**config.mk**
```make
export PLATFORM = sky130hd
export DESIGN_NAME = leds_frame_scheduler_flat
export DESIGN_NICKNAME = d
export VERILOG_FILES = /design/src/rtl/leds_racer_pkg.sv /design/src/rtl/leds_frame_scheduler_if.sv /design/src/rtl/leds_pixel_arbiter.sv /design/src/rtl/leds_frame_scheduler.sv /design/src/flat_wrapper.sv
export SDC_FILE = /design/constraint.sdc
export NUM_CORES = 1
export LEC_CHECK = 0
export CORE_MARGIN = 2
export CORE_UTILIZATION = 35
export CTS_CLUSTER_DIAMETER = 200
export CTS_CLUSTER_SIZE = 16
export DETAILED_ROUTE_END_ITERATION = 7
export GPL_TIMING_DRIVEN = 1
export HOLD_SLACK_MARGIN = 0.05
export PLACE_DENSITY = 0.57
export RECOVER_POWER = 50
export SLEW_MARGIN = 10
export SYNTH_ARGS = -nofsm -noshare
export SYNTH_HDL_FRONTEND = slang
export SYNTH_SLANG_ARGS = --single-unit
```
**constraint.sdc**
```tcl
create_clock -name clk -period 3.4 [get_ports clk]
set_input_delay 0.68 -clock clk [delete_from_list [all_inputs] [get_ports clk]]
set_output_delay 0.68 -clock clk [all_outputs]
set_load 0.02 [all_outputs]
```
**src/rtl/leds_racer_pkg.sv**
```systemverilog
// Shared definitions for the racer LED strip: player ids, player colours (GRB)
// and the frame sequencer state encoding.
package leds_racer_pkg;

   localparam logic [1:0] PLAYER_GREEN  = 2'd0;
   localparam logic [1:0] PLAYER_RED    = 2'd1;
   localparam logic [1:0] PLAYER_BLUE   = 2'd2;
   localparam logic [1:0] PLAYER_YELLOW = 2'd3;

   localparam logic [23:0] COLOUR_GREEN  = 24'hFF0000;
   localparam logic [23:0] COLOUR_RED    = 24'h00FF00;
   localparam logic [23:0] COLOUR_BLUE   = 24'h0000FF;
   localparam logic [23:0] COLOUR_YELLOW = 24'hFFFF00;

   typedef enum logic [1:0] {
      ST_IDLE  = 2'd0,
      ST_FETCH = 2'd1,
      ST_SEND  = 2'd2,
      ST_LATCH = 2'd3
   } state_t;

   function automatic logic [23:0] player_colour(input logic [1:0] id);
      logic [23:0] c;
      case (id)
         PLAYER_GREEN:  c = COLOUR_GREEN;
         PLAYER_RED:    c = COLOUR_RED;
         PLAYER_BLUE:   c = COLOUR_BLUE;
         PLAYER_YELLOW: c = COLOUR_YELLOW;
         default:       c = 24'h000000;
      endcase
      return c;
   endfunction

endpackage

```
**src/rtl/leds_frame_scheduler_if.sv**
```systemverilog
// Pixel stream towards the WS2812 bit encoder. A pixel transfers on a cycle with
// pixel_valid & pixel_ready; once raised, pixel_valid and pixel_grb stay stable until that transfer.
interface leds_frame_scheduler_if;

   logic        pixel_valid;
   logic [23:0] pixel_grb;
   logic        pixel_ready;

   modport master (output pixel_valid, output pixel_grb, input pixel_ready);
   modport slave  (input pixel_valid, input pixel_grb, output pixel_ready);

endinterface

```
**src/rtl/leds_pixel_arbiter.sv**
```systemverilog
// Combinational colour pick for one LED: among enabled players sitting on idx,
// the first one found scanning ids prio, prio+1, .. (mod 4) wins.
module leds_pixel_arbiter
   import leds_racer_pkg::*;
#(
   parameter int POS_W   = 7,
   parameter int MAX_POS = 109
) (
   input  logic [POS_W-1:0]      idx,
   input  logic [3:0][POS_W-1:0] pos,
   input  logic [3:0]            en,
   input  logic [1:0]            prio,
   output logic [23:0]           grb
);

   logic [3:0] cand;

   always_comb begin
      cand = '0;
      for (int p = 0; p < 4; p++) begin
         cand[p] = en[p] && (pos[p] == idx) && (pos[p] <= POS_W'(MAX_POS));
      end
   end

   // Rotating start point makes overlapping players alternate colour per frame.
   always_comb begin
      logic       found;
      logic [1:0] id;
      grb   = 24'h000000;
      found = 1'b0;
      id    = prio;
      for (int k = 0; k < 4; k++) begin
         id = prio + 2'(k);
         if (!found && cand[id]) begin
            grb   = player_colour(id);
            found = 1'b1;
         end
      end
   end

endmodule

```
**src/rtl/leds_frame_scheduler.sv**
```systemverilog
// Frame sequencer for the racer LED strip: snapshots player positions, streams
// one GRB pixel per LED to the encoder, then holds the strip latch gap.
module leds_frame_scheduler
   import leds_racer_pkg::*;
#(
   parameter int MAX_POS       = 109,
   parameter int LATCH_CLK_CNT = 2500,
   parameter int POS_W         = 7
) (
   input  logic                clk,
   input  logic                reset,
   input  logic                update_frame,
   input  logic [3:0]          player_en,
   input  logic [POS_W-1:0]    pos_green,
   input  logic [POS_W-1:0]    pos_red,
   input  logic [POS_W-1:0]    pos_blue,
   input  logic [POS_W-1:0]    pos_yellow,
   leds_frame_scheduler_if.master pix,
   output logic                busy,
   output logic                frame_done,
   output logic                tp_update_frame,
   output state_t              dbg_state
);

   localparam int CNT_W = (LATCH_CLK_CNT < 2) ? 1 : $clog2(LATCH_CLK_CNT);
   localparam logic [CNT_W-1:0] CNT_LAST = CNT_W'(LATCH_CLK_CNT - 1);
   localparam logic [POS_W-1:0] IDX_LAST = POS_W'(MAX_POS);

   state_t               state_q, state_d;
   logic [POS_W-1:0]     idx_q, idx_d;
   logic [CNT_W-1:0]     cnt_q, cnt_d;
   logic                 pending_q, pending_d;
   logic [1:0]           prio_q, prio_d;
   logic [3:0][POS_W-1:0] snap_pos_q, snap_pos_d;
   logic [3:0]           snap_en_q, snap_en_d;
   logic                 pixel_valid_q, pixel_valid_d;
   logic [23:0]          pixel_grb_q, pixel_grb_d;
   logic                 tp_q, tp_d;

   logic        handshake, latch_end, restart, start;
   logic [23:0] arb_grb;

   assign handshake = (state_q == ST_SEND) && pixel_valid_q && pix.pixel_ready;
   assign latch_end = (state_q == ST_LATCH) && (cnt_q == CNT_LAST);
   // A request in the frame_done cycle is treated exactly like a pending one.
   assign restart   = latch_end && (pending_q || update_frame);
   assign start     = ((state_q == ST_IDLE) && update_frame) || restart;

   leds_pixel_arbiter #(.POS_W(POS_W), .MAX_POS(MAX_POS)) u_arbiter (
      .idx  (idx_q),
      .pos  (snap_pos_q),
      .en   (snap_en_q),
      .prio (prio_q),
      .grb  (arb_grb)
   );

   always_ff @(posedge clk or negedge reset) begin
      if (!reset) begin
         state_q       <= ST_IDLE;
         idx_q         <= '0;
         cnt_q         <= '0;
         pending_q     <= 1'b0;
         prio_q        <= 2'd0;
         snap_pos_q    <= '0;
         snap_en_q     <= '0;
         pixel_valid_q <= 1'b0;
         pixel_grb_q   <= '0;
         tp_q          <= 1'b0;
      end else begin
         state_q       <= state_d;
         idx_q         <= idx_d;
         cnt_q         <= cnt_d;
         pending_q     <= pending_d;
         prio_q        <= prio_d;
         snap_pos_q    <= snap_pos_d;
         snap_en_q     <= snap_en_d;
         pixel_valid_q <= pixel_valid_d;
         pixel_grb_q   <= pixel_grb_d;
         tp_q          <= tp_d;
      end
   end

   always_comb begin
      state_d = state_q;
      case (state_q)
         ST_IDLE:  if (update_frame) state_d = ST_FETCH;
         ST_FETCH: state_d = ST_SEND;
         ST_SEND:  if (handshake) state_d = (idx_q == IDX_LAST) ? ST_LATCH : ST_FETCH;
         ST_LATCH: if (latch_end) state_d = restart ? ST_FETCH : ST_IDLE;
         default:  state_d = ST_IDLE;
      endcase
   end

   always_comb begin
      idx_d         = idx_q;
      cnt_d         = cnt_q;
      pending_d     = pending_q;
      prio_d        = prio_q;
      snap_pos_d    = snap_pos_q;
      snap_en_d     = snap_en_q;
      pixel_valid_d = pixel_valid_q;
      pixel_grb_d   = pixel_grb_q;
      tp_d          = start;

      if ((state_q != ST_IDLE) && update_frame) pending_d = 1'b1;

      case (state_q)
         ST_FETCH: begin
            pixel_grb_d   = arb_grb;
            pixel_valid_d = 1'b1;
         end
         ST_SEND: begin
            if (handshake) begin
               pixel_valid_d = 1'b0;
               if (idx_q == IDX_LAST) cnt_d = '0;
               else                   idx_d = idx_q + 1'b1;
            end
         end
         ST_LATCH: begin
            pixel_valid_d = 1'b0;
            cnt_d         = cnt_q + 1'b1;
            if (latch_end) begin
               cnt_d  = '0;
               prio_d = prio_q + 2'd1;
            end
         end
         default: ;
      endcase

      // Frame start takes a tear-free snapshot and consumes any pending request.
      if (start) begin
         snap_pos_d = {pos_yellow, pos_blue, pos_red, pos_green};
         snap_en_d  = player_en;
         idx_d      = '0;
         pending_d  = 1'b0;
      end
   end

   always_comb begin
      busy            = (state_q != ST_IDLE);
      frame_done      = latch_end;
      tp_update_frame = tp_q;
      dbg_state       = state_q;
      pix.pixel_valid = pixel_valid_q;
      pix.pixel_grb   = pixel_grb_q;
   end

endmodule
```
**src/flat_wrapper.sv**
```systemverilog
// flat-port wrapper written by rule: the top's interface ports become plain ports
module leds_frame_scheduler_flat import leds_racer_pkg::*;
#(
   parameter int MAX_POS       = 109,
   parameter int LATCH_CLK_CNT = 2500,
   parameter int POS_W         = 7
)
  (clk, reset, update_frame, player_en, pos_green, pos_red, pos_blue, pos_yellow, busy, frame_done, tp_update_frame, dbg_state, pix_pixel_valid, pix_pixel_grb, pix_pixel_ready);
  leds_frame_scheduler_if pix_i ();
  input  logic clk;
  input  logic reset;
  input  logic update_frame;
  input  logic [3:0] player_en;
  input  logic [POS_W-1:0] pos_green;
  input  logic [POS_W-1:0] pos_red;
  input  logic [POS_W-1:0] pos_blue;
  input  logic [POS_W-1:0] pos_yellow;
  output logic busy;
  output logic frame_done;
  output logic tp_update_frame;
  output state_t dbg_state;
  output wire logic [$bits(pix_i.pixel_valid)-1:0] pix_pixel_valid;
  output wire logic [$bits(pix_i.pixel_grb)-1:0] pix_pixel_grb;
  input wire logic [$bits(pix_i.pixel_ready)-1:0] pix_pixel_ready;
  assign pix_pixel_valid = pix_i.pixel_valid;
  assign pix_pixel_grb = pix_i.pixel_grb;
  assign pix_i.pixel_ready = pix_pixel_ready;
  leds_frame_scheduler #(.MAX_POS(MAX_POS), .LATCH_CLK_CNT(LATCH_CLK_CNT), .POS_W(POS_W)) u_core (.clk(clk), .reset(reset), .update_frame(update_frame), .player_en(player_en), .pos_green(pos_green), .pos_red(pos_red), .pos_blue(pos_blue), .pos_yellow(pos_yellow), .pix(pix_i), .busy(busy), .frame_done(frame_done), .tp_update_frame(tp_update_frame), .dbg_state(dbg_state));
endmodule
```
-- After elaboration in Yosys (flattened, before gate mapping)
Index checks and enable logic that the tools add are counted.
- add/subtract/negate cells: 5
- order comparisons: 8
- equal/unequal tests: 26
- muxes and demuxes: 37
- reduce and logical (&&, ||, !) cells: 38
- operators by type and width (operator ; number):
    $pmux 24 s4 ; 4
    $mux 24 ; 4
    $mux 12 ; 3
    $eq 7x7->1 ; 4
    $le 7x7->1 const B ; 4
    $mux 7 ; 4
    $pmux 12 s2 ; 1
    $eq 2x2->1 const B ; 10
    $logic_and 1x1->1 ; 17
    $add 12x1->12 const B ; 1
    $eq 12x12->1 const B ; 1
    $lt 2x3->1 const B ; 4
    $mux 1 ; 11
    $eq 2x1->1 const B ; 5
    $logic_not 2->1 ; 5
    $reduce_bool 2->1 ; 5
    $reduce_and 3->1 ; 3
    $bmux 1 s2 ; 4
    $mux 2 ; 4
    $pmux 2 s4 ; 1
    $add 7x1->7 const B ; 1
    $eq 7x7->1 const B ; 1
    $ne 2x1->1 const B ; 3
    $add 2x2->2 const B ; 2
    7 further kinds ; 12
- register bits after elaboration: 82
- output and inout port bits: 30
- logic and storage cells: 127

-- Longest topological paths before layout
Gate-level depths: netlist of run 1.
- word-level depth: 15
- mapped depth: 12
- mapped depth without buffers: 9

-- By module
From an unflattened synthesis of run 1, not the netlist that was laid out.
- cell total of the unflattened synthesis: 393
- area, all modules: 4624.4 sq um
- by module, submodules not included (module ; times used ; cells each ; area an instance (sq um) ; seq. area each (sq um)):
    leds_frame_scheduler ; 1 ; 270 ; 3642.2 ; 2052.0
    leds_pixel_arbiter ; 1 ; 123 ; 982.2 ; 0.0

-- Worst setup path before layout of run 1
Ideal clock, no wire load.
- path kind: register -> register
- start point: reg u_core.prio_q[1]
- end point: reg u_core.pixel_grb_q[15] (netlist: u_core.pix.pixel_grb[15])
- arrival time: 2330 ps
- data required time: 3251 ps
- slack: 920 ps
- cell stages (with the launch flop): 9
- buffers on the path: 1
- period minus slack after synthesis: 2480 ps
- cell sequence: dfrtp_1 > clkbuf_1 > inv_1 > ha_1 > inv_1 > mux4_2 > and3_1 > o32ai_1 > a41oi_2
- word-level cells in the longest chain between the ends: 12
- elaborated cells on any way between the ends: 44
- RTL lines (item ; RTL line ; RTL):
    start: declaration ; leds_frame_scheduler.sv:33 ; logic [1:0] prio_q, prio_d;
    start signal: assignment ; leds_frame_scheduler.sv:74 ; prio_q <= prio_d;
    parallel branches: the longest is 11 deep, another holds $add 2x1->2 ; -- ;
    $mux 24 (*) ; leds_pixel_arbiter.sv:34 ; if (!found && cand[id]) begin
    end signal: assignment ; leds_frame_scheduler.sv:78 ; pixel_grb_q <= pixel_grb_d;
    end: declaration ; leds_frame_scheduler.sv:37 ; logic [23:0] pixel_grb_q, pixel_grb_d;
Every way passes the cells marked *. The select of a mux whose other input is x is not followed.
A chain may end at the register's enable or synchronous reset.

-- Final worst setup path of run 1
- start point: reg u_core.prio_q[0]
- end point: reg u_core.pixel_grb_q[15] (netlist: u_core.pix.pixel_grb[15])
Same word-level chain as after synthesis.

==> qor.yml, run 1 <==
status:
  outcome: "completed"
clock_network:
  cts.sinks: 61
  clk-insertion-delay-late_ps: 350
  cts_tree: "built"
  root_buffer: "clkbuf_8"
  clock_path_buffers: 2
  ctsResizeCount: 0
  postCtsSetupBuffers: 0
  htree_num_levels: 3
  numCtsBuffers: 9
  cts_hold_buf: 0
  cts.clk_slew.worst_paths_ps: 80
timing:
  fin_crit_ps: 3021
  fmax_mhz: 331.0
  setup_tns_ps: 0
  setup_viol_count_final: 0
  max_slew.worst_pin.slew_ps: 1480
  hold_violations: 0
  min_period_over_period_pct: 88.86
  rsz0062_at_grt: "no"
  max_slew_margin_pct: 1.357
  slew_viol_final: 0
  fin_skew_ps: 14.19
run:
  maxCapViolCount: 0
route:
  viasPerCell: 4.970
  wl_per_cell_um: 13.94
  drc_errors: 0
  drt_iter0_drc: 82
  ant_nets: 0
  wl_um: 8353
  vias: 2977
  first_pass_iters: 4
power_and_ir_drop:
  switching_share_pct: 39.25
  pwr-share-seq_pct: 38.1
  power_mw: 3.392
  power_density_nw_per_um2: 760.3
  p_switching_mw: 1.332
  p_leak_nw: 1.854
  internal-power_mw: 2.061
  worst_ir_drop_vdd_v: 0.0002566
  p_comb_share_pct: 39.9
  power_frac_clock_pct: 22.0
global_routing:
  grt_max_degree: 40
  grt_usage_pct: 15.61
  grt_overflow: 0
  antenna_found_initial: 0
  grt_pass1_vias: 2954
  grt_pass1_wl_um: 14010
setup_path:
  crit_fanout: 16
  crit_required_ps: 3600
  cpLargestDelayFamily: "flip-flops"
  cp-start-kind: "register"
  cp_cell_sequence: "clkinv_1 > ha_1 > inv_1 > mux4_2 > and3_1 > o32ai_1 > a41oi_2"
  rr_worst_depth: 7
  worst-path-buf-inv: 2
  crit_start: "u_core.prio_q[0]"
  crit_cells: 7
  rr_startpoint: "u_core.prio_q[0]"
  cpPeakStageDelay_ps: 640
  r2r_slack_ps: 380
  slowest_stage: "dfrtp_1"
  worstSetupEndpoint: "u_core.pix.pixel_grb[15]"
  arrival_ps: 3220
  endpoint_kind: "register"
  r2r_end: "u_core.pix.pixel_grb[15]"
  critPathKind: "reg2reg"
final_layout:
  fin_util_pct: 43.41
  final_cell_mix: "nand2_1 (114), dfrtp_1 (61), clkdlybuf4s50_1 (58)"
  final_common_cell: "nand2_1"
  diodes: 0
  nFillCells: 1043
  fin_nets: 502
  syn2layout_area_growth_pct: 20.76
  layout-drive-gt1-share_pct: 7.127
min_path:
  hp-class: "reg2reg"
yosys:
  synth-seq-cells: 61
  avgSynthCellArea_sq_um: 8.818
  yosys.cell_types.count: 54
  synth-edff-count: 0
  syn-instance-count: 419
  yosys_warnings: 0
  yosysSeqAreaShare_pct: 41.31
  synthArstFlopShare_pct: 100.0
  syn_area_sq_um: 3695
  syn_nets: 463
  ys_dominant_reg_cell: "dfrtp_1"
place:
  dp_hpwl_um: 5990
  numPortBuffers: 65
  gp_congestion: 0.8884
floorplanning:
  fp.dieArea_sq_um: 11390
  die_w_um: 106.7
  start_util_pct: 35.95
  row_count: 37
  io_pins: 66
  die_y_um: 106.7
  coreArea_sq_um: 10280
==> tightest hold or removal path: cells and delay by family, from the launching register on <==
| kind | cells | cell delay, ps |
|---|---|---|
| flip-flops | 1 | 360 |
| AND/OR/NAND/NOR | 2 | 100 |
==> worst min-delay path by stage <==
stage | from | endpoint | depth (start not counted)
finish | u_core.snap_en_q[3] | u_core.snap_en_q[3] | 2
global route | u_core.snap_pos_q[7] | u_core.snap_pos_q[7] | 2
CTS | reset | u_core.idx_q[6] | 1
detailed placement | u_core.snap_en_q[3] | u_core.snap_en_q[3] | 2
global placement | u_core.snap_en_q[1] | u_core.snap_en_q[1] | 2
floorplan | reset | u_core.cnt_q[0] | 0
==> cell families (layout without fill, tap and decap cells) <==
| group | count (synthesis) | after routing | share of synthesized area, % |
|---|---|---|---|
| AO/OA/AOI/OAI | 44 | 44 | 8.907 |
| flip-flops | 61 | 61 | 41.31 |
| multiplexers | 5 | 5 | 1.727 |
| XOR/XNOR | 40 | 40 | 10.29 |
| adder cells (fa/ha/maj) | 8 | 8 | 2.709 |
| buffers and inverters | 49 | 93 | 8.839 |
| AND/OR/NAND/NOR | 212 | 212 | 26.21 |
==> layer usage <==
metal / up-vias / wire (um) / global-route usage, %
met1: 1411 / 3890 / 20.01
li1: 1486 / - / -
met5: - / 0 / 0
met2: 67 / 4006 / 25.52
met3: 13 / 264 / 3.100
met4: 0 / 191 / 6.865
==> power by group through the flow <==
| stage | registers [mW] | clock network [mW] | logic (mW) |
|---|---|---|---|
| after global routing | 1.35 | 0.799 | 1.51 |
| after CTS | 1.30 | 0.765 | 1.38 |
| final | 1.29 | 0.745 | 1.35 |
| after floorplan | 1.22 | 0 | 1.12 |
| after detailed placement | 1.31 | 0 | 1.38 |
| after global placement | 1.31 | 0 | 1.35 |
==> synthesized netlist by cell type (all sizes together) (3+ instances only) <==
cell | n | area, sq um
or4 | 3 | 26.27
mux2i | 3 | 30.03
or3 | 7 | 43.79
nor3 | 8 | 55.05
nand2 | 114 | 427.9
a211oi | 4 | 30.03
xnor2 | 32 | 310.3
o31ai | 3 | 22.52
clkbuf | 7 | 26.28
nand4 | 16 | 100.1
a21oi | 4 | 20.02
xor2 | 8 | 70.07
inv | 6 | 22.52
a31oi | 9 | 71.32
and4 | 3 | 26.28
o21ai | 8 | 40.04
dfrtp | 61 | 1526
nor2b | 3 | 18.77
nor2 | 34 | 127.6
buf | 35 | 274.0
nand3 | 13 | 65.06
ha | 8 | 100.1
==> registers in the layout (all words and copies together) (netlist names) <==
register	flops
u_core.idx_q	7
u_core.pix.pixel_grb	3
u_core.tp_update_frame	1
u_core.snap_pos_q	28
u_core.pending_q	1
u_core.pix.pixel_valid	1
u_core.cnt_q	12
u_core.dbg_state	2
u_core.snap_en_q	4
u_core.prio_q	2
==> cell type report <==
| cell class | instances | area (sq um) | area share, % |
|---|---|---|---|
| tap | 136 | 170.2 | 3.814 |
| clock buffer | 9 | 123.9 | 2.776 |
| clock inverter | 7 | 98.84 | 2.215 |
| timing repair buffer | 70 | 674.4 | 15.11 |
| multi-input combinational | 309 | 1842 | 41.28 |
| sequential | 61 | 1526 | 34.21 |
| inverter | 7 | 26.28 | 0.5889 |
==> per-stage QoR <==
step | setup WS [ps] | instances | area (sq um) | hold slack (ps)
after floorplan | 920.4 | 419 | 3695 | 384.4
after global placement | 524.2 | 583 | 4248 | 471.0
after detailed placement | 425.6 | 583 | 4248 | 469.3
after CTS | 419.5 | 599 | 4471 | 354.6
after global routing | 233.8 | 599 | 4462 | 532.7
final | 378.7 | 599 | 4462 | 494.9
Power figures use the tool's default switching activity.
==> inputs of run 2 (changes only) <==
Settings changed: CORE_MARGIN 2 to unset.
==> run 2 against run 1 <==
Compared with the run above:
- the run now ends with capacitance limit, slew limit left
- critical path type is now reg2out
- largest power group unchanged
- sequential share of layout area shrank 0.086 points
- largest cell class unchanged
- wire length decreased by 1.1%
- combinational power barely moved
==> qor.yml, run 2 (synthesis gave the netlist of run 1 again) <==
timing:
  fmax_mhz: 354.1
  fin_crit_ps: 2824
  setup_viol_count_final: 0
  max_slew.worst_pin.slew_ps: 2016
  min_period_over_period_pct: 83.06
  whs_ps: 491.5
  setup_tns_ps: 0
  fin_skew_ps: 11.91
  hold_violations: 0
  max_slew_margin_pct: -34.42
  rsz0062_at_grt: "no"
  slew_viol_final: 38
power_and_ir_drop:
  worst_ir_drop_vdd_v: 0.0002964
  power_density_nw_per_um2: 765.3
  p_leak_nw: 1.861
setup_path:
  r2r_end: "u_core.pix.pixel_grb[15]"
  r2r_slack_ps: 670
  endpoint_kind: "primary output"
  critPathKind: "reg2out"
  crit_required_ps: 2720
  cpPeakStageDelay_ps: 620
  cp-start-kind: "register"
  cpLargestDelayFamily: "buffers and inverters"
  cp_cell_sequence: "ha_1 > nor2b_1 > nand4b_1 > nor2_1 > clkdlybuf4s50_1"
  crit_fanout: 6
  slowest_stage: "clkdlybuf4s50_1"
  rr_worst_depth: 7
  worst-path-buf-inv: 1
  rr_startpoint: "u_core.prio_q[0]"
  arrival_ps: 2140
final_layout:
  top_register: "u_core.snap_pos_q"
  final_cell_mix: "nand2_1 (114), dfrtp_1 (61), clkdlybuf4s50_1 (58)"
  fin_util_pct: 43.52
  diodes: 0
  final-seq-area_sq_um: 1526
  syn2layout_area_growth_pct: 21.06
  nFillCells: 1031
  largest_reg_flops: 28
  layout-drive-gt1-share_pct: 7.112
  reg.largest.list: "u_core.snap_pos_q: 28 flops, u_core.cnt_q: 12 flops, u_core.idx_q: 7 flops"
  final_common_cell: "nand2_1"
  multi_input_area_sq_um: 1842
  fin_nets: 503
min_path:
  hold_depth: 2
  hp-class: "reg2reg"
  worstHoldStart: "u_core.snap_en_q[1]"
  holdPathEnd: "u_core.snap_en_q[1]"
floorplanning:
  fp.dieArea_sq_um: 10970
  die_w_um: 104.7
  start_util_pct: 35.95
  row_count: 37
  die_y_um: 104.7
  io_pins: 66
  coreArea_sq_um: 10280
global_routing:
  grt_usage_pct: 16.03
  grt_max_degree: 40
  grt_pass1_vias: 2894
  grt_overflow: 0
  antenna_found_initial: 0
  grt_pass1_wl_um: 13950
route:
  wl_per_cell_um: 13.77
  vias: 2965
  wl_um: 8263
  viasPerCell: 4.942
  drt_iter0_drc: 189
  ant_nets: 0
  first_pass_iters: 6
  drc_errors: 0
status:
  failed_checks: "capacitance limit, slew limit"
  outcome: "finished with violations"
clock_network:
  postCtsSetupBuffers: 0
  cts_hold_buf: 0
  clock_path_buffers: 2
  numCtsBuffers: 9
  clk-insertion-delay-late_ps: 350
  cts_tree: "built"
  cts.clk_slew.worst_paths_ps: 80
  ctsResizeCount: 0
  root_buffer: "clkbuf_8"
  htree_num_levels: 3
  cts.sinks: 61
place:
  gp_congestion: 0.8161
  dp_hpwl_um: 6067
  numPortBuffers: 65
run:
  maxCapViolCount: 1
-- run 2: cell count changes in the layout (fill, tap and decap cells not counted), sizes merged --
| cell | change |
|---|---|
| clkbuf | +1 |
| clkinv | -1 |
| clkinvlp | -1 |
| inv | +2 |
-- run 2: power by group --
part	switching (mW)	leakage, nW	internal (mW)	total, mW
logic	0.679	0.964	0.672	1.35
registers	0.341	0.780	0.970	1.31
clock network	0.336	0.116	0.425	0.761
-- run 2: layer usage --
layer,GRT usage [%],share of wire (%)
met5,0,0
met4,8.350,1.4
met3,2.558,3.1
met1,20.63,48
met2,25.92,47
-- run 2: cell type report --
class | instances | share of cell area [%]
inverter | 7 | 0.5874
clock inverter | 7 | 2.378
tap | 136 | 3.804
timing repair buffer | 71 | 15.16
clock buffer | 9 | 2.769
multi-input combinational | 309 | 41.17
sequential | 61 | 34.13
-- run 2: how the worst max path moves through the flow --
stage / from / end / slack (ps) / cells after the start
floorplan: u_core.prio_q[1] / u_core.pix.pixel_grb[15] / 920 / 8
global placement: pix_pixel_ready / u_core.cnt_q[11] / 770 / 7
detailed placement: u_core.prio_q[0] / u_core.pix.pixel_grb[15] / 690 / 7
CTS: u_core.cnt_q[0] / frame_done / 550 / 5
global route: reset / u_core.snap_en_q[2] / 360 / 2
finish: u_core.cnt_q[0] / frame_done / 580 / 5
-- run 2: worst min-delay path, stage by stage (launching register included) --
cell and delay, ps:
dfrtp_1 350, nand2_1 50, nand2_1 60
-- run 2: metrics by stage --
| stage | worst slack, ps | instance area, sq um | cells | total power [mW] |
|---|---|---|---|---|
| after detailed placement | 690.8 | 4255 | 584 | 2.695 |
| after CTS | 552.8 | 4486 | 600 | 3.463 |
| after floorplan | 920.4 | 3695 | 419 | 2.341 |
| after global routing | 359.6 | 4473 | 600 | 3.659 |
| final | 576.0 | 4473 | 600 | 3.423 |
| after global placement | 770.1 | 4255 | 584 | 2.670 |
==> inputs of run 3 (changes only) <==
Clock period 3.4 ns to 2.8 ns, I/O delays scaled along.
==> run 3 against run 2 <==
Compared with the run above:
- the flow still finishes with violations (capacitance limit, slew limit)
- critical path type is now reg2reg
- critical path depth grew 2
- global-route usage grew 0.092 points
- clock power grew 18%
- sequential share of layout area shrank 0.45 points
- largest cell class unchanged
- register-to-register slack lost 450 ps
- worst setup slack lost 350 ps
- clock skew shrank 5.6 ps
- core utilization grew 0.58 points
- flip-flop and latch count is the same
==> qor.yml, run 3 (synthesis gave the netlist of run 1 again) <==
timing:
  slew_viol_final: 62
  max_slew.worst_pin.slew_ps: 1534
  setup_tns_ps: 0
  fin_skew_ps: 6.271
  hold_violations: 0
  fin_crit_ps: 2578
  setup_viol_count_final: 0
  min_period_over_period_pct: 92.06
  fmax_mhz: 388.0
  max_slew_margin_pct: -2.259
  whs_ps: 489.1
  rsz0062_at_grt: "no"
status:
  failed_checks: "capacitance limit, slew limit"
  outcome: "finished with violations"
clock_network:
  cts.clk_slew.worst_paths_ps: 70
  clk-insertion-delay-late_ps: 340
  root_buffer: "clkbuf_8"
  numCtsBuffers: 9
  cts_tree: "built"
  cts.sinks: 61
  htree_num_levels: 3
  cts_hold_buf: 0
  clock_path_buffers: 2
final_layout:
  nFillCells: 1055
  diodes: 0
  top_register: "u_core.snap_pos_q"
  syn2layout_area_growth_pct: 22.69
  final_common_cell: "nand2_1"
  reg.largest.list: "u_core.snap_pos_q: 28 flops, u_core.cnt_q: 12 flops, u_core.idx_q: 7 flops"
  final_cell_mix: "nand2_1 (114), dfrtp_1 (61), clkdlybuf4s50_1 (58)"
  layout-drive-gt1-share_pct: 9.149
  fin_nets: 509
  largest_reg_flops: 28
min_path:
  hold_depth: 2
  worstHoldStart: "u_core.snap_en_q[2]"
  holdPathEnd: "u_core.snap_en_q[2]"
  hp-class: "reg2reg"
run:
  maxCapViolCount: 1
setup_path:
  rr_startpoint: "u_core.idx_q[2]"
  crit_fanout: 9
  rr_worst_depth: 7
  cp_cell_sequence: "xnor2_1 > nand4_1 > or3_1 > or4_4 > a31oi_4 > o32ai_1 > a41oi_2"
  r2r_end: "u_core.pix.pixel_grb[15]"
  crit_cells: 7
  critPathKind: "reg2reg"
  cp-start-kind: "register"
  r2r_slack_ps: 220
  slowest_stage: "or4_4"
  endpoint_kind: "register"
  crit_required_ps: 3060
  worst-path-buf-inv: 0
  arrival_ps: 2840
  cpPeakStageDelay_ps: 580
  cpLargestDelayFamily: "simple AND/OR/NAND/NOR gates"
route:
  drt_iter0_drc: 131
  wl_um: 8329
  vias: 3001
  drc_errors: 0
  ant_nets: 0
  wl_per_cell_um: 13.74
  first_pass_iters: 7
  viasPerCell: 4.952
global_routing:
  grt_max_degree: 62
  grt_overflow: 0
  grt_usage_pct: 16.12
  antenna_found_initial: 0
  grt_pass1_wl_um: 14060
  grt_pass1_vias: 2824
floorplanning:
  row_count: 37
  die_w_um: 104.7
  io_pins: 66
  start_util_pct: 35.95
  fp.dieArea_sq_um: 10970
  coreArea_sq_um: 10280
  die_y_um: 104.7
power_and_ir_drop:
  p_leak_nw: 1.916
  worst_ir_drop_vdd_v: 0.0003290
  power_density_nw_per_um2: 914.2
place:
  numPortBuffers: 65
  dp_hpwl_um: 6030
  gp_congestion: 0.8444
run 3: changes by cell type in the layout (fill, tap and decap cells not counted), moves of 2 or more:
| cell | before | now |
|---|---|---|
| buf_4 | 3 | 9 |
| clkbuf_1 | 4 | 1 |
| clkinv_2 | 0 | 2 |
| inv_6 | 2 | 0 |
run 3: per-layer routing:
layer | vias to the layer above | track usage [%] | wire length, um
met5 | - | 0 | 0
met4 | 0 | 5.533 | 38
met3 | 7 | 3.618 | 295
met2 | 75 | 25.78 | 3929
met1 | 1427 | 21.44 | 4065
li1 | 1492 | - | -
run 3: what timing repair did:
item,in CTS,in global routing
setup buffers,0,0
gates resized for setup,0,1
endpoints found under the setup margin,0,1
run 3: worst reg2reg max path, stage by stage (launching register included):
cell and delay (ps):
dfrtp_1 530, xnor2_1 280, nand4_1 160, or3_1 450, or4_4 580, a31oi_4 220
o32ai_1 130, a41oi_2 170
run 3: report_power, final:
part | leakage, nW | total [mW] | switching (mW) | internal (mW)
sequential | 0.780 | 1.58 | 0.399 | 1.18
clock | 0.112 | 0.897 | 0.373 | 0.524
combinational | 1.02 | 1.67 | 0.834 | 0.835
run 3: worst max-delay path by stage:
stage	slack (ps)	to	start
after global placement	290	u_core.cnt_q[11]	pix_pixel_ready
after detailed placement	250	u_core.pix.pixel_grb[15]	u_core.idx_q[2]
after CTS	70	frame_done	u_core.cnt_q[3]
after global routing	40	u_core.pix.pixel_grb[15]	u_core.idx_q[2]
final	220	u_core.pix.pixel_grb[15]	u_core.idx_q[2]
after floorplan	320	u_core.pix.pixel_grb[15]	u_core.prio_q[1]
run 3: final cells by class:
cell class                      count  area (sq um)  area share, %
Clock buffer                       10         137.6          3.036
Tap cell                          136         170.2          3.754
Multi-Input combinational cell    309          1842          40.63
Timing Repair Buffer               77         744.5          16.42
Inverter                            7         26.28         0.5796
Sequential cell                    61          1526          33.67
Clock inverter                      6         86.33          1.904
run 3: metrics by stage:
stage | total power [mW] | cells | area (sq um) | setup slack [ps] | util, %
after CTS | 4.196 | 606 | 4549 | 73.08 | 44.27
after floorplan | 2.843 | 419 | 3695 | 320.4 | -
final | 4.144 | 606 | 4533 | 222.4 | 44.11
after detailed placement | 3.295 | 590 | 4325 | 253.1 | 42.09
after global placement | 3.265 | 590 | 4325 | 286.4 | 42.09
after global routing | 4.442 | 606 | 4533 | 36.10 | 44.11
==> RTL change 1, RTL diff (flow settings as in run 2) <==
`POS_W` is set to 7 in 3 places; all go to 5.
--- a/src/rtl/leds_pixel_arbiter.sv
+++ b/src/rtl/leds_pixel_arbiter.sv
@@ -3,7 +3,7 @@
 module leds_pixel_arbiter
    import leds_racer_pkg::*;
 #(
-   parameter int POS_W   = 7,
+   parameter int POS_W   = 5,
    parameter int MAX_POS = 109
 ) (
    input  logic [POS_W-1:0]      idx,
--- a/src/rtl/leds_frame_scheduler.sv
+++ b/src/rtl/leds_frame_scheduler.sv
@@ -5,7 +5,7 @@
 #(
    parameter int MAX_POS       = 109,
    parameter int LATCH_CLK_CNT = 2500,
-   parameter int POS_W         = 7
+   parameter int POS_W         = 5
 ) (
    input  logic                clk,
    input  logic                reset,
--- a/src/flat_wrapper.sv
+++ b/src/flat_wrapper.sv
@@ -3,7 +3,7 @@
 #(
    parameter int MAX_POS       = 109,
    parameter int LATCH_CLK_CNT = 2500,
-   parameter int POS_W         = 7
+   parameter int POS_W         = 5
 )
   (clk, reset, update_frame, player_en, pos_green, pos_red, pos_blue, pos_yellow, busy, frame_done, tp_update_frame, dbg_state, pix_pixel_valid, pix_pixel_grb, pix_pixel_ready);
   leds_frame_scheduler_if pix_i ();
Interface: changed (resized pos_blue, pos_green, pos_red and pos_yellow); port bits go from 66 to 58. No check against the original RTL was run, so the function may have changed too.
==> RTL change 1 against run 2 <==
- worst setup slack got worse by 0.40 ns
- routed wire length down 30%
- die area decreased by 18%
- area after synthesis decreased by 18%
- largest cell class unchanged
- sequential cell count fell by 10
- global-route usage is 2.0 points lower
- power decreased by 26%
- synthesized cell count fell by 30%
- final area fell by 20%
- core utilization is 0.39 points lower
- critical path depth is 1 higher
- count of clock-buffer cells in the layout decreased by 4
==> RTL change 1: results (changes against run 2) <==
| Metric | Value |
|---|---|
| Dpl ws | 0.5153 ns (-0.1755 ns) |
| Tot GR Track Use | 0.1402 (-0.02003) |
| Highest metal used | met4 |
| Worst skew pair latency | 0.31 ns (-0.04 ns) |
| WP data arrival | 2.54 ns (+0.40 ns) |
| Placed cell count | 424 (-27%) |
| Largest net degree at the start of global routing | 32 (-20%) |
| P_sw | 958.9 uW (-29%) |
| Biggest regs | u_core.snap_pos_q x20, u_core.cnt_q x12, u_core.idx_q x5 |
| Drt pass-1 iters | 4 (-2) |
| Depth of the most critical reg-to-reg path | 9 (+2) |
| CP max FO | 8 (+2) |
| Relative slew slack | 0.01416 (+0.3584) |
| Via-per-instance ratio | 4.993 (+1.0%) |
| Area after DPL | 0.003493 sq mm (-18%) |
| Syn Nets | 329 (-29%) |
| Lkg Pwr | 1.431 nW (-23%) |
| Max frequency | 0.3106 GHz (-12%) |
| Setup Skew | 0.01373 ns (+0.001822 ns) |
| Inserted Diodes | 0 (unchanged) |
| Top Family by Delay on Critical Path | simple AND/OR/NAND/NOR gates |
| Post-synthesis cell type count | 53 (-1.9%) |
| Routed met1 length | 2849 microns (-29%) |
| Hold_ws | 0.5097 ns (+0.01816 ns) |
| Worst r2r src | u_core.cnt_q[0] |
| Final std cells w/o fill | 432 (-28%) |
| Vias in the first global route | 2071 (-28%) |
| Share of layout cells above drive strength 1 | 0.1468 (+0.07567) |
| Synth warn | 0 (unchanged) |
| Global Route met3 Usage | 0.02415 (-0.001422) |
| Register area share after synthesis | 0.4225 (+0.009396) |
| Post-cts gate resize count | 0 (unchanged) |
| Max stage delay on crit path | 0.67 ns (+0.05 ns) |
| DP Wirelength | 4230 microns (-30%) |
| R2r setup slk | 0.74 ns (+0.07 ns) |
| Top cells by area, synth | dfrtp_1, mux2_2, buf_4 |
| Number of CTS-inserted buffers | 5 (-4) |
| GR Util met1 | 0.1920 (-0.01428) |
| First-pass GRT wire length | 9873 microns (-29%) |
| DR WL met3 | 206 microns (-19%) |
| Post-CTS Setup Repair Bufs | 0 (unchanged) |
| Outcome | finished, final reports clean |
| VDD IR-drop max | 261.9 uV (-12%) |
| Cells after synthesis | 293 (-30%) |
| Last element of the critical path | frame_done |
| Gpl congestion | 0.7427 (-9.0%) |
| Reg-to-Reg End | u_core.snap_pos_q[17] |
| Routing usage on met2 | 0.2290 (-0.03021) |
| Met2 wire length | 2707 microns (-31%) |
| H-tree lvl count | 2 (-1) |
| Fill cells | 783 (-24%) |
| Commonest cells in the netlist | dfrtp_1, nor2_1, buf_4, mux2_2, o21ai_0 |
| Post-synth ARST share | 1.000 (unchanged) |
| Wire length per cell | 13.45 microns (-2.3%) |
| Crit-path slowest cell | clkdlybuf4s50_1 |
| CTS clock-pin slew for the worst setup and hold paths | 0.09 ns |
| Iter 0 DRT Violations | 157 (-17%) |
| PortBufs | 57 (-12%) |
| CTS max path bufs | 2 (unchanged) |
| Final net count | 362 (-28%) |
[RTL change 1: layout make-up]
class,instances,share of cell area
clock inverter,3,0.007340
sequential,51,0.3565
inverter,8,0.008389
timing repair buffer,61,0.1639
tap,105,0.03670
multi-input combinational,199,0.4079
clock buffer,5,0.01922
[RTL change 1: cells by family (layout without fill, tap and decap cells)]
group           after synthesis  count (layout)  share of synthesized area
compound gates               53              53                     0.1168
fa+ha+maj                     8               8                    0.03314
xor+xnor                     19              19                    0.05510
simple gates                 91              91                     0.1657
mux                          28              28                     0.1127
flops                        51              51                     0.4225
buf+inv                      43              77                    0.09403
[RTL change 1: how the worst min path moves through the flow]
stage | end | startpoint | cells past startpoint
after global routing | u_core.cnt_q[11] | u_core.cnt_q[11] | 1
after global placement | u_core.cnt_q[11] | u_core.cnt_q[11] | 1
after floorplan | u_core.cnt_q[0] | reset | 0
final | u_core.cnt_q[10] | u_core.cnt_q[10] | 1
after CTS | u_core.pix.pixel_grb[7] | reset | 1
after detailed placement | u_core.snap_en_q[1] | u_core.snap_en_q[1] | 1
[RTL change 1: power by group through the flow]
stage          sequential, mW  combinational [mW]  clock (mW)
3_3_place_gp             1.05                1.12           0
5_1_grt                  1.08                1.23       0.417
2_1_floorplan           0.992               0.940           0
4_1_cts                  1.05                1.13       0.392
3_5_place_dp             1.06                1.13           0
6_report                 1.04                1.12       0.373
[RTL change 1: metrics by stage]
step           total power, mW    util
2_1_floorplan            1.932       -
3_3_place_gp             2.164  0.4209
3_5_place_dp             2.187  0.4209
4_1_cts                  2.570  0.4324
5_1_grt                  2.730  0.4313
6_report                 2.526  0.4313
==> RTL change 2, RTL diff (settings of run 2) <==
Made on the original files. Put a register stage on the output `dbg_state`, without a reset. The value now appears one clock later. The other outputs are not delayed to match.
--- a/src/rtl/leds_frame_scheduler.sv
+++ b/src/rtl/leds_frame_scheduler.sv
@@ -25,6 +25,8 @@
    localparam int CNT_W = (LATCH_CLK_CNT < 2) ? 1 : $clog2(LATCH_CLK_CNT);
    localparam logic [CNT_W-1:0] CNT_LAST = CNT_W'(LATCH_CLK_CNT - 1);
    localparam logic [POS_W-1:0] IDX_LAST = POS_W'(MAX_POS);
+
+   state_t dbg_state_d;
 
    state_t               state_q, state_d;
    logic [POS_W-1:0]     idx_q, idx_d;
@@ -140,9 +142,13 @@
       busy            = (state_q != ST_IDLE);
       frame_done      = latch_end;
       tp_update_frame = tp_q;
-      dbg_state       = state_q;
+      dbg_state_d     = state_q;
       pix.pixel_valid = pixel_valid_q;
       pix.pixel_grb   = pixel_grb_q;
    end
 
+   always_ff @(posedge clk) begin
+      dbg_state <= dbg_state_d;
+   end
+
 endmodule
Behaviour: not the same (Yosys sat finds a counterexample within 4 cycles, from zero or initial values and one cycle with reset low).
==> RTL change 2 against run 2 <==
- the flow still finishes with violations (max-capacitance violations, max-slew violations)
- first-iteration DRC count decreased by 34%
- combinational power decreased by 7%
- sequential power increased by 4%
- area after synthesis decreased by 2.6%
- power decreased by 1.1%
- sequential cell count increased by 2
- sequential share of layout area increased by 1.5 points
- worst setup slack got worse by 0.19 ns
- register-to-register slack got worse by 0.04 ns
- routed wire length decreased by 5.3%
- global-route usage increased by 0.39 points
- final area decreased by 1.6%
- critical path type unchanged
- highest routed layer unchanged
==> RTL change 2: results (changes against run 2) <==
| Metric | Value |
|---|---|
| Hold wc startpoint | u_core.snap_en_q[0] |
| Crit-path slowest cell | clkdlybuf4s50_1 |
| Post-route cell area | 0.004400 sq mm (-1.6%) |
| R2r setup slk | 0.63 ns (-0.04 ns) |
| Clkbuf count | 13 (+4) |
| Final wirelength | 7828 microns (-5.3%) |
| Dpl ws | 0.6669 ns (-0.02390 ns) |
| Setup ws final | 0.3880 ns (-0.1879 ns) |
| Relative slew slack | -0.03158 (+0.3127) |
| Vias in the first global route | 2676 (-7.5%) |
| Tap cells | 133 (-2.2%) |
| Top cells by area, synth | dfrtp_1, nand2_1, xnor2_1 |
| Outcome | finished, violations left |
| Post-synth ARST share | 0.9683 (-0.03175) |
| Setup Skew | 0.01301 ns (+0.001104 ns) |
| Post-Syn Area per Cell | 8.932 sq um (+1.3%) |
| Max-Cap Viols | 1 (unchanged) |
| Logic inverters | 9 (+2) |
| WP data arrival | 2.33 ns (+0.19 ns) |
| Data buffer area share | 0.1513 (-0.0003431) |
| Failing checks | max-capacitance violations, max-slew violations |
| Iter 0 DRT Violations | 125 (-34%) |
| Wire length per cell | 13.50 microns (-2.0%) |
| Share of layout cells above drive strength 1 | 0.08054 (+0.009416) |
| Hold_ws | 0.4860 ns (-0.005576 ns) |
| Post-synthesis cell type count | 51 (-5.6%) |
| Largest net degree at the start of global routing | 62 (+55%) |
| Multi-Input Combinational | 291 (-5.8%) |
| Syn Nets | 447 (-3.5%) |
| First-pass GRT wire length | 13260 microns (-4.9%) |
| Drt pass-1 iters | 4 (-2) |
| Area after DPL | 0.004177 sq mm (-1.9%) |
| Top Family by Delay on Critical Path | buffers and inverters |
| Final net count | 486 (-3.4%) |
| Gpl congestion | 0.9045 (+11%) |
| Register area share after synthesis | 0.4352 (+0.02204) |
| Depth of the most critical reg-to-reg path | 9 (+2) |
| Lkg Pwr | 1.895 nW (+1.8%) |
| Last element of the critical path | frame_done |
| Fill cells | 965 (-6.4%) |
| Seq Cell Count | 63 (+3.3%) |
| Via-per-instance ratio | 4.855 (-1.8%) |
| DP Wirelength | 5403 microns (-11%) |
| Clk cell area share | 0.05146 (about the same) |
| Multi-input combinational area share | 0.3958 (-0.01596) |
| Endpoint, Worst Hold | u_core.snap_en_q[0] |
| Placed cell count | 564 (-3.4%) |
| CP max FO | 8 (+2) |
| VDD IR-drop max | 323.0 uV (+9.0%) |
| Bufs w/o clock | 68 (-4.2%) |
| Commonest cells in the netlist | nand2_1, dfrtp_1, nor2_1 |
| Max-slew violation count | 62 (+63%) |
-- RTL change 2: cell types whose count changed after synthesis, sizes merged, moves of 5 or more --
cell,change
a31o,+5
nor3,-6
nand4,-6
or3,-7
o21ai,+6
-- RTL change 2: logic make-up after synthesis --
| logic type | after synthesis | share of synthesized area |
|---|---|---|
| compound gates | 52 | 0.1102 |
| flops | 63 | 0.4352 |
| fa+ha+maj | 8 | 0.02781 |
| mux | 5 | 0.01912 |
| simple gates | 186 | 0.2252 |
| buf+inv | 49 | 0.08099 |
| xor+xnor | 40 | 0.1015 |
-- RTL change 2: where the power goes --
group,internal [mW],switching [mW],total [mW]
logic,0.645,0.618,1.26
registers,1.01,0.358,1.36
clock network,0.454,0.305,0.759
total,2.10,1.28,3.38
-- RTL change 2: per-layer routing --
layer  up-vias  global-route usage  share of wire  wire [microns]
met3        15             0.03226          0.034             268
li1       1402                   -              -               -
met2        64              0.2557           0.45            3553
met5         -                   0              0               0
met1      1335              0.2229           0.49            3850
met4         0             0.06934          0.020             157
